===== config.mk =====
export PLATFORM = sky130hd
export DESIGN_NAME = writeback_stage
export DESIGN_NICKNAME = d
export VERILOG_FILES = /design/src/rtl/wb_pkg.sv /design/src/rtl/wb_load_align.sv /design/src/rtl/writeback_stage.sv
export SDC_FILE = /design/constraint.sdc
export NUM_CORES = 1
export LEC_CHECK = 0
export ABC_AREA = 0
export BUFFER_PORTS_ARGS = -buffer_cell sky130_fd_sc_hd__buf_2
export CORE_ASPECT_RATIO = 1.1
export CORE_MARGIN = 5
export CORE_UTILIZATION = 50
export DETAILED_ROUTE_END_ITERATION = 8
export PLACE_DENSITY = 0.86
export SLEW_MARGIN = 20
export SYNTH_ARGS = -nofsm -noshare
export SYNTH_HDL_FRONTEND = slang
export SYNTH_SLANG_ARGS = --single-unit

===== constraint.sdc =====
create_clock -name clk -period 5.84 [get_ports clk]
set_input_delay 0.876 -clock clk [delete_from_list [all_inputs] [get_ports clk]]
set_output_delay 0.876 -clock clk [all_outputs]
set_load 0.01 [all_outputs]

===== src/rtl/wb_pkg.sv =====
// Shared constants for the writeback stage: datapath sizes and load funct3 encodings.
package wb_pkg;

    localparam int XLEN       = 32;
    localparam int NREG       = 16;
    localparam int LQ_DEPTH   = 4;
    localparam int REG_ADDR_W = 4;

    localparam logic [2:0] F3_LB  = 3'b000;
    localparam logic [2:0] F3_LH  = 3'b001;
    localparam logic [2:0] F3_LW  = 3'b010;
    localparam logic [2:0] F3_LBU = 3'b100;
    localparam logic [2:0] F3_LHU = 3'b101;

endpackage


===== src/rtl/wb_load_align.sv =====
// Formats a raw aligned memory word into a load result: lane select plus sign/zero extension.
module wb_load_align
    import wb_pkg::*;
#(
    parameter int DATA_W = 32
) (
    input  logic [2:0]        i_funct3,
    input  logic [1:0]        i_offset,
    input  logic [DATA_W-1:0] i_word,
    output logic [DATA_W-1:0] o_data
);

    logic [7:0]  w_byte;
    logic [15:0] w_half;

    always_comb begin
        w_byte = i_word[7:0];
        case (i_offset)
            2'd0:    w_byte = i_word[7:0];
            2'd1:    w_byte = i_word[15:8];
            2'd2:    w_byte = i_word[23:16];
            default: w_byte = i_word[31:24];
        endcase
        // Halfword lane comes from offset[1] alone; offset[0] is ignored.
        w_half = i_offset[1] ? i_word[31:16] : i_word[15:0];
    end

    always_comb begin
        o_data = i_word;
        case (i_funct3)
            F3_LB:   o_data = {{(DATA_W-8){w_byte[7]}}, w_byte};
            F3_LBU:  o_data = {{(DATA_W-8){1'b0}}, w_byte};
            F3_LH:   o_data = {{(DATA_W-16){w_half[15]}}, w_half};
            F3_LHU:  o_data = {{(DATA_W-16){1'b0}}, w_half};
            default: o_data = i_word;
        endcase
    end

endmodule


===== src/rtl/writeback_stage.sv =====
// Final pipeline stage: arbitrates load responses and ALU results onto the single register
// write port, tracks outstanding loads in an in-order queue and publishes a busy mask.
module writeback_stage #(
    parameter int XLEN     = wb_pkg::XLEN,
    parameter int NREG     = wb_pkg::NREG,
    parameter int LQ_DEPTH = wb_pkg::LQ_DEPTH
) (
    input  logic                         clk,
    input  logic                         rst,
    input  logic                         alu_valid,
    output logic                         alu_ready,
    input  logic [wb_pkg::REG_ADDR_W-1:0] alu_rd,
    input  logic [XLEN-1:0]              alu_data,
    input  logic                         ld_issue_valid,
    output logic                         ld_issue_ready,
    input  logic [wb_pkg::REG_ADDR_W-1:0] ld_issue_rd,
    input  logic [2:0]                   ld_issue_funct3,
    input  logic [1:0]                   ld_issue_offset,
    input  logic                         mem_rsp_valid,
    input  logic [XLEN-1:0]              mem_rsp_data,
    output logic [wb_pkg::REG_ADDR_W-1:0] rd_addr,
    output logic [XLEN-1:0]              rd_data,
    output logic [NREG-1:0]              busy_mask,
    output logic [$clog2(LQ_DEPTH):0]    lq_count,
    output logic                         err_proto
);

    localparam int PTR_W = $clog2(LQ_DEPTH);
    localparam int CNT_W = PTR_W + 1;
    localparam int RW    = wb_pkg::REG_ADDR_W;

    logic [RW-1:0]    r_lq_rd  [LQ_DEPTH];
    logic [2:0]       r_lq_f3  [LQ_DEPTH];
    logic [1:0]       r_lq_off [LQ_DEPTH];
    logic [PTR_W-1:0] r_wr_ptr;
    logic [PTR_W-1:0] r_rd_ptr;
    logic [CNT_W-1:0] r_count;
    logic [NREG-1:0]  r_busy;
    logic [RW-1:0]    r_rd_addr;
    logic [XLEN-1:0]  r_rd_data;
    logic             r_err;

    logic             w_push;
    logic             w_pop;
    logic             w_alu_acc;
    logic [RW-1:0]    w_head_rd;
    logic [XLEN-1:0]  w_ld_data;
    logic             w_head_shared;
    logic [PTR_W-1:0] w_scan_idx;
    logic [NREG-1:0]  w_busy_next;

    assign ld_issue_ready = (r_count < CNT_W'(LQ_DEPTH));
    assign w_push         = ld_issue_valid && ld_issue_ready;
    assign w_pop          = mem_rsp_valid && (r_count != '0);
    assign alu_ready      = !w_pop;
    assign w_alu_acc      = alu_valid && alu_ready;
    assign w_head_rd      = r_lq_rd[r_rd_ptr];

    wb_load_align #(.DATA_W(XLEN)) u_align (
        .i_funct3 (r_lq_f3[r_rd_ptr]),
        .i_offset (r_lq_off[r_rd_ptr]),
        .i_word   (mem_rsp_data),
        .o_data   (w_ld_data)
    );

    // The head's busy bit survives a pop if any younger entry, or the load being pushed
    // this cycle, targets the same register.
    always_comb begin
        w_head_shared = 1'b0;
        w_scan_idx    = r_rd_ptr;
        for (int k = 1; k < LQ_DEPTH; k++) begin
            w_scan_idx = r_rd_ptr + PTR_W'(k);
            if ((CNT_W'(k) < r_count) && (r_lq_rd[w_scan_idx] == w_head_rd))
                w_head_shared = 1'b1;
        end
        if (w_push && (ld_issue_rd == w_head_rd))
            w_head_shared = 1'b1;
    end

    always_comb begin
        w_busy_next = r_busy;
        if (w_pop && !w_head_shared)
            w_busy_next[w_head_rd] = 1'b0;
        if (w_push && (ld_issue_rd != '0))
            w_busy_next[ld_issue_rd] = 1'b1;
    end

    always_ff @(posedge clk) begin
        if (w_push) begin
            r_lq_rd[r_wr_ptr]  <= ld_issue_rd;
            r_lq_f3[r_wr_ptr]  <= ld_issue_funct3;
            r_lq_off[r_wr_ptr] <= ld_issue_offset;
        end
    end

    always_ff @(posedge clk) begin
        if (rst) begin
            r_wr_ptr <= '0;
            r_rd_ptr <= '0;
            r_count  <= '0;
            r_busy   <= '0;
            r_err    <= 1'b0;
        end else begin
            if (w_push)
                r_wr_ptr <= r_wr_ptr + PTR_W'(1);
            if (w_pop)
                r_rd_ptr <= r_rd_ptr + PTR_W'(1);
            case ({w_push, w_pop})
                2'b10:   r_count <= r_count + CNT_W'(1);
                2'b01:   r_count <= r_count - CNT_W'(1);
                default: r_count <= r_count;
            endcase
            r_busy <= w_busy_next;
            if ((mem_rsp_valid && (r_count == '0)) ||
                (ld_issue_valid && !ld_issue_ready) ||
                (w_alu_acc && r_busy[alu_rd]))
                r_err <= 1'b1;
        end
    end

    always_ff @(posedge clk) begin
        if (rst) begin
            r_rd_addr <= '0;
            r_rd_data <= '0;
        end else if (w_pop) begin
            r_rd_addr <= w_head_rd;
            r_rd_data <= w_ld_data;
        end else if (w_alu_acc) begin
            r_rd_addr <= alu_rd;
            r_rd_data <= alu_data;
        end else begin
            r_rd_addr <= '0;
        end
    end

    assign rd_addr   = r_rd_addr;
    assign rd_data   = r_rd_data;
    assign busy_mask = r_busy;
    assign lq_count  = r_count;
    assign err_proto = r_err;

endmodule

==> results of run 1 <==
## worst register-to-register path, stage by stage (launching register included)
cell and delay (ns):
dfxtp_1 0.43, inv_1 0.11, ha_1 0.22, nand2b_1 0.07, nand2_1 0.61, inv_1 1.04, ha_1 0.45, or3_1 0.37
a21oi_1 0.15
## power breakdown
group | total [uW] | switching [uW] | internal (uW)
logic | 1110 | 653 | 458
registers | 926 | 103 | 822
clock network | 611 | 274 | 338
total | 2650 | 1030 | 1620
## cells in the mapped netlist, types with 5 or more instances
library cell / number
mux2i_1: 28
a21oi_1: 33
a211oi_1: 17
nand3_1: 23
mux2_2: 9
nand2_1: 28
clkbuf_1: 25
xor2_1: 15
a22oi_1: 15
buf_2: 6
o22a_1: 7
o32ai_1: 9
ha_1: 8
nor2b_1: 15
dfxtp_1: 62
and2_1: 6
inv_1: 17
a221oi_1: 8
o22ai_1: 7
mux4_2: 21
edfxtp_1: 36
xnor2_1: 5
o31a_1: 15
nor2_1: 21
a221oi_2: 7
## layout by cell type (no fill, tap or decap), types with 17 or more instances in the layout
master and n:
nor2_1 21, buf_2 139, a211oi_1 17, nand2_1 28, mux2i_1 28, nand3_1 23
dfxtp_1 62, a21oi_1 33, mux4_2 21, inv_1 17, edfxtp_1 36
## final cells by class
type	count	area share, %
sequential	98	36.0
clock inverter	6	1.11
timing repair buffer	142	11.3
clock buffer	10	3.55
tap	143	2.78
inverter	17	0.990
multi-input combinational	333	44.3
## cell families after synthesis
logic type,synth area share (%)
AO/OA/AOI/OAI,19.3
XOR/XNOR,3.23
buffers and inverters,4.73
adder cells (fa/ha/maj),1.85
flip-flops,42.8
multiplexers,17.7
AND/OR/NAND/NOR,10.4
## metal layers
layer  GRT usage (%)  vias up  wire [um]
li1                -     2113          -
met2            38.9      227       7420
met4            8.89        0        407
met5               0        -          0
met1            27.0     2190       5870
met3            4.98       38       1190
## per-stage QoR
stage	total power, uW	setup slack [ns]	hold slack, ns	utilization [%]
after floorplan	1750	3.46	0.466	-
final	2650	2.32	0.487	61.4
after global routing	2790	2.02	0.517	61.4
after global placement	1980	2.24	0.457	58.3
after CTS	2630	2.37	0.488	61.2
after detailed placement	2020	2.17	0.478	58.3
## registers in the layout, indices dropped and copies added (netlist names), named ones only
| register | cells |
|---|---|
| busy_mask | 16 |
| r_lq_f3 | 12 |
| rd_data | 32 |
| rd_addr | 4 |
| lq_count | 3 |
| r_lq_off | 8 |
| r_wr_ptr | 2 |
| err_proto | 1 |
| r_lq_rd | 16 |
| r_rd_ptr | 2 |
## how the worst max path moves through the flow
| stage | from | to | slack (ns) | cells past startpoint |
|---|---|---|---|---|
| finish | lq_count[0] | lq_count[2] | 2.32 | 8 |
| global route | lq_count[0] | lq_count[2] | 2.02 | 8 |
| CTS | lq_count[0] | busy_mask[0] | 2.37 | 7 |
| detailed placement | mem_rsp_valid | lq_count[2] | 2.17 | 6 |
| global placement | mem_rsp_valid | lq_count[2] | 2.24 | 6 |
| floorplan | mem_rsp_valid | alu_ready | 3.46 | 2 |
==> Flow_metrics.wiki, run 1 <==
{| class="wikitable"
! Metric !! Value
|-
| Outcome || finished, final reports clean
|-
| Number of buffers inserted to repair setup after CTS || 0
|-
| Number of pins exceeding their max-slew limit in the final report || 0
|-
| Slowest cell on crit path || inv_1
|-
| Leak || 0.00253 uW
|-
| Number of design-rule violations left by the first detailed-router iteration || 359
|-
| Overflow after GRT || 0
|-
| Total half-perimeter wirelength after legalization and detailed placement || 11,000 um
|-
| Beginning of the worst hold path || busy_mask[0]
|-
| H-tree lvl count || 3
|-
| TritonCTS clock tree || yes
|-
| Average size of a mapped cell || 11.1 um^2
|-
| Cell area after placement || 0.00612 mm^2
|-
| Worst hold stages || 1
|-
| Min-Delay Path Class || register to register
|-
| Worst R2R End || lq_count[2]
|-
| Post-synth top area cell || dfxtp_1
|-
| Average via count per standard cell || just over 6
|-
| Final-layout fill cell count || slightly above 800
|-
| Post-Place Cells || 732
|-
| Worst setup path category || register to register
|-
| Flop-to-flop setup slack || 2.32 ns
|-
| Highest ir drop seen on vdd || 0.189 mV
|-
| Main synth FF type || dfxtp_1
|-
| Skew final || 0.00944 ns
|-
| Per-cell routed wire length || 19.9 um
|-
| Critical path, cell by cell || inv_1, ha_1, nand2b_1, nand2_1, inv_1, ha_1, or3_1, a21oi_1
|-
| Worst Path Buf+Inv || 2
|-
| Cell area after layout || between 0.006 and 0.007 mm^2
|-
| Endpoint of the worst hold path || busy_mask[0]
|-
| Clock-pin slew of the registers on the worst-case setup and hold paths || approximately 0.070 ns
|-
| Buffer depth of the longest clock path || 2
|-
| Number of detailed-route iterations in the first pass || 5
|-
| Horizontal die dimension || 109 um
|-
| Row Count || 39
|-
| Count of state elements after synthesis || 98
|-
| Mapped Nets || 579
|-
| Number of clock buffers inserted by TritonCTS || 9
|-
| Distinct cell type count after synthesis || 52
|-
| Via Count || around 4,600
|-
| Yosys top cell area share || 22.9%
|-
| Sinks on Clock Net || approximately 100
|-
| Count of flip-flops with a built-in enable after synthesis || 36
|-
| Clock root buffer master || clkbuf_16
|-
| Actual transition at the worst max-transition pin || about 1.1 ns
|-
| Synth area leaders || dfxtp_1, edfxtp_1, mux4_2
|-
| Share of cells above drive strength 1 || 33.2%
|-
| Final Cycle Share || 60.2%
|-
| Final hold viol count || 0
|-
| Footprint of the flip-flops and latches || 0.00232 mm^2
|-
| Drc violations || 0
|-
| Share of flip-flops with an asynchronous set or reset || 0%
|-
| Number of primary I/O pins || 140
|-
| Effective utilization at floorplan || 51.7%
|-
| Global-route wire length before repair || 23,100 um
|-
| Number of global-route vias before repair || 4,573
|-
| Setup violation total in the final timing report || 0
|-
| Worst Path Required || approximately 6.1 ns
|-
| Hold_buf cts || 0
|-
| Total core area || 0.0105 mm^2
|-
| Final-layout setup total negative slack || 0 ns
|-
| Die area || roughly 0.013 mm^2
|-
| Antenna violations before repair || 0
|-
| Pin count of the biggest net entering global routing || 62
|-
| Number of gates resized after CTS || 0
|-
| Category of the worst setup path launch point || register
|-
| Clock Latency Late Sink || between 0.3 and 0.4 ns
|-
| Headroom to the max-slew limit || 27.3%
|-
| Cell class contributing the biggest share of worst-path delay || buffers and inverters
|-
| Wirelength, routed || 14,900 um
|-
| Unrepaired setup endpoints after global routing || false
|-
| Post-detailed-route count of antenna-violating nets || 0
|-
| Final RePlAce weighted congestion || 0.930
|-
| Data arrival, critical path || 3.79 ns
|-
| Synth Warn # || 0
|-
| Number of buffers added on ports || approximately 140
|-
| Pwr dens || just over 400 mW/mm^2
|-
| Die boundary height || ~120 um
|-
| Count of non-filler cells in the finished layout || 749
|-
| Number of nets in the layout || 691
|-
| Post-synthesis sequential area ratio || 42.8%
|-
| Largest fanout of any net on the critical path || 31
|-
| Ant. Diodes || 0
|-
| Global-route usage over all layers || between 20% and 30%
|-
| Min cycle time layout || 3.52 ns
|-
| Worst Setup End Kind || register
|-
| Largest stage delay on the critical path || 1.04 ns
|-
| Post-synthesis instance area || 0.00542 mm^2
|-
| Area delta synth->final || 18.8%
|-
| Number of violations of the max-capacitance limit || 0
|-
| Maximum frequency from static timing analysis || 284 MHz
|-
| Number of instances in the synthesized netlist || 489
|-
| Reg2reg path depth || 8
|-
| Launch instance of the worst register-to-register path || lq_count[0]
|-
| Total area of multi-input combinational cells || around 0.0029 mm^2
|}
Note: power is estimated with default switching activity, not from simulation.
==> run 2, diff against run 1 <==
==> constraint.sdc (replaced) <==
create_clock -name clk -period 3.6 [get_ports clk]
set_input_delay 0.54 -clock clk [delete_from_list [all_inputs] [get_ports clk]]
set_output_delay 0.54 -clock clk [all_outputs]
set_load 0.01 [all_outputs]
==> run 2 against run 1 <==
Effect of this change:
- register-to-register slack worse by 1.7 ns
- utilization is 0.095 points lower
- wire length is 3.2% higher
- via count is 1.1% higher
- critical path depth is 2 lower
- total power is 59% higher
- global-route usage is 0.83 points higher
- critical path type unchanged
==> Flow_metrics.wiki, run 2 (same netlist as run 1, synthesis figures left out) <==
{| class="wikitable"
! Metric !! Value
|-
| Number of buffers added on ports || 139
|-
| Antenna violations before repair || 0
|-
| Die area || 0.0130 mm^2
|-
| Met2 WL post-DR || 7680 um
|-
| Highest ir drop seen on vdd || roughly 0.29 mV
|-
| Hold_buf cts || 0
|-
| Clock Latency Late Sink || 0.35 ns
|-
| Min cycle time layout || 2.95 ns
|-
| Clock root buffer master || clkbuf_16
|-
| Clock-pin slew of the registers on the worst-case setup and hold paths || 0.07 ns
|-
| Sinks on Clock Net || 98
|-
| Effective utilization at floorplan || a little over 50%
|-
| TritonCTS clock tree || yes
|-
| Area delta synth->final || 18.6%
|-
| Maximum frequency from static timing analysis || ~340 MHz
|-
| Global-route usage over all layers || 23.3%
|-
| Number of pins exceeding their max-slew limit in the final report || 0
|-
| Buffer depth of the longest clock path || 2
|-
| Cell class contributing the biggest share of worst-path delay || multiplexers
|-
| H-tree lvl count || 3
|-
| Worst Path Required || 3.87 ns
|-
| Largest register FFs || 32
|-
| Beginning of the worst hold path || ld_issue_funct3[0]
|-
| Die boundary height || 119 um
|-
| Total length of routed met3 wires || 1370 um
|-
| Outcome || finished, final reports clean
|-
| Number of violations of the max-capacitance limit || 0
|-
| Worst setup path category || register to register
|-
| Final hold viol count || 0
|-
| Worst Path Buf+Inv || 1
|-
| Largest stage delay on the critical path || just over 0.8 ns
|-
| Setup violation total in the final timing report || 0
|-
| Min-Delay Path Class || input pin to register
|-
| Number of clock buffers inserted by TritonCTS || 9
|-
| Worst Setup End Kind || register
|-
| Number of detailed-route iterations in the first pass || 5
|-
| Final-layout setup total negative slack || 0 ns
|-
| Horizontal die dimension || 109 um
|-
| Skew final || between 0.007 and 0.008 ns
|-
| Drc violations || 0
|-
| Number of global-route vias before repair || 4,573
|-
| Via Count || 4,619
|-
| Share of cells above drive strength 1 || between 30 and 40%
|-
| Final RePlAce weighted congestion || roughly 0.88
|-
| Commonest non-fill, non-tap cell in the layout || buf_2
|-
| Highest metal layer with signal wires || met4
|-
| Number of nets in the layout || 697
|-
| Overflow after GRT || 0
|-
| Largest fanout of any net on the critical path || 24
|-
| Number of primary I/O pins || 140
|-
| Hold slack final || 0.405 ns
|-
| Detailed-routing wirelength on met1 || 5880 um
|-
| Unrepaired setup endpoints after global routing || false
|-
| Total half-perimeter wirelength after legalization and detailed placement || roughly 12,000 um
|-
| Leak || around 0.0025 uW
|-
| Ant. Diodes || 0
|-
| Average via count per standard cell || approximately 6.1
|-
| Number of design-rule violations left by the first detailed-router iteration || 573
|-
| Total core area || 0.0105 mm^2
|-
| Critical path, cell by cell || mux4_1, buf_4, nor2b_1, a32o_1, nor3_1, a211oi_1
|-
| Row Count || 39
|-
| Pin count of the biggest net entering global routing || 42
|-
| Post-route core utilization || 61.3%
|-
| Global-route wire length before repair || 23,800 um
|-
| Category of the worst setup path launch point || register
|-
| Pwr dens || 654 mW/mm^2
|-
| Slowest cell on crit path || mux4_1
|-
| Final Cycle Share || between 80% and 90%
|-
| Number of gates resized after CTS || 0
|-
| Most used cells in the layout excluding fill and tap cells || buf_2, dfxtp_1, edfxtp_1, a21oi_1
|-
| Actual transition at the worst max-transition pin || 0.924 ns
|-
| Number of buffers inserted to repair setup after CTS || 0
|-
| Wirelength, routed || 15,400 um
|-
| Per-cell routed wire length || 20.4 um
|-
| Post-detailed-route count of antenna-violating nets || 0
|-
| Headroom to the max-slew limit || 38.4%
|-
| Data arrival, critical path || roughly 3.2 ns
|}
run 2: cell types whose count changed in the layout (fill, tap and decap cells not counted), sizes merged:
cell,delta
clkinv,+4
buf,+6
bufinv,-1
clkinvlp,-1
inv,-2
run 2: final timing paths:
| check | end | slack [ns] | cells after the start |
|---|---|---|---|
| setup / recovery | rd_data[7] | 0.65 | 6 |
| hold / removal | r_lq_f3[2][0] | 0.40 | 1 |
| setup reg to reg | rd_data[7] | 0.65 | 6 |
| hold reg to reg | busy_mask[0] | 0.47 | 1 |
run 2: cell type report:
cell class	count	area (um^2)
inverter	17	63.8
multi-input combinational	333	2850
timing repair buffer	148	763
sequential	98	2320
clock inverter	6	32.5
fill	808	4060
clock buffer	10	229
tap	143	179
run 2: stage by stage:
| step | std cells | setup WS [ns] | power [uW] | area (um^2) |
|---|---|---|---|---|
| floorplan | 489 | 1.27 | 2830 | 5420 |
| global placement | 739 | 0.870 | 3260 | 6170 |
| detailed placement | 739 | 0.701 | 3330 | 6170 |
| CTS | 755 | 0.685 | 4200 | 6430 |
| global route | 755 | 0.392 | 4430 | 6430 |
| finish | 755 | 0.654 | 4210 | 6430 |
run 2: report_power, final:
| group | total, uW | internal (uW) | switching [uW] |
|---|---|---|---|
| Sequential | 1500 | 1330 | 170 |
| Clock | 871 | 463 | 408 |
| Combinational | 1830 | 761 | 1070 |
run 2: per-layer routing:
| layer | up-vias | GRT usage, % |
|---|---|---|
| li1 | 2121 | - |
| met1 | 2203 | 28.6 |
| met2 | 260 | 39.7 |
| met3 | 35 | 4.11 |
| met4 | 0 | 10.5 |
| met5 | - | 0 |
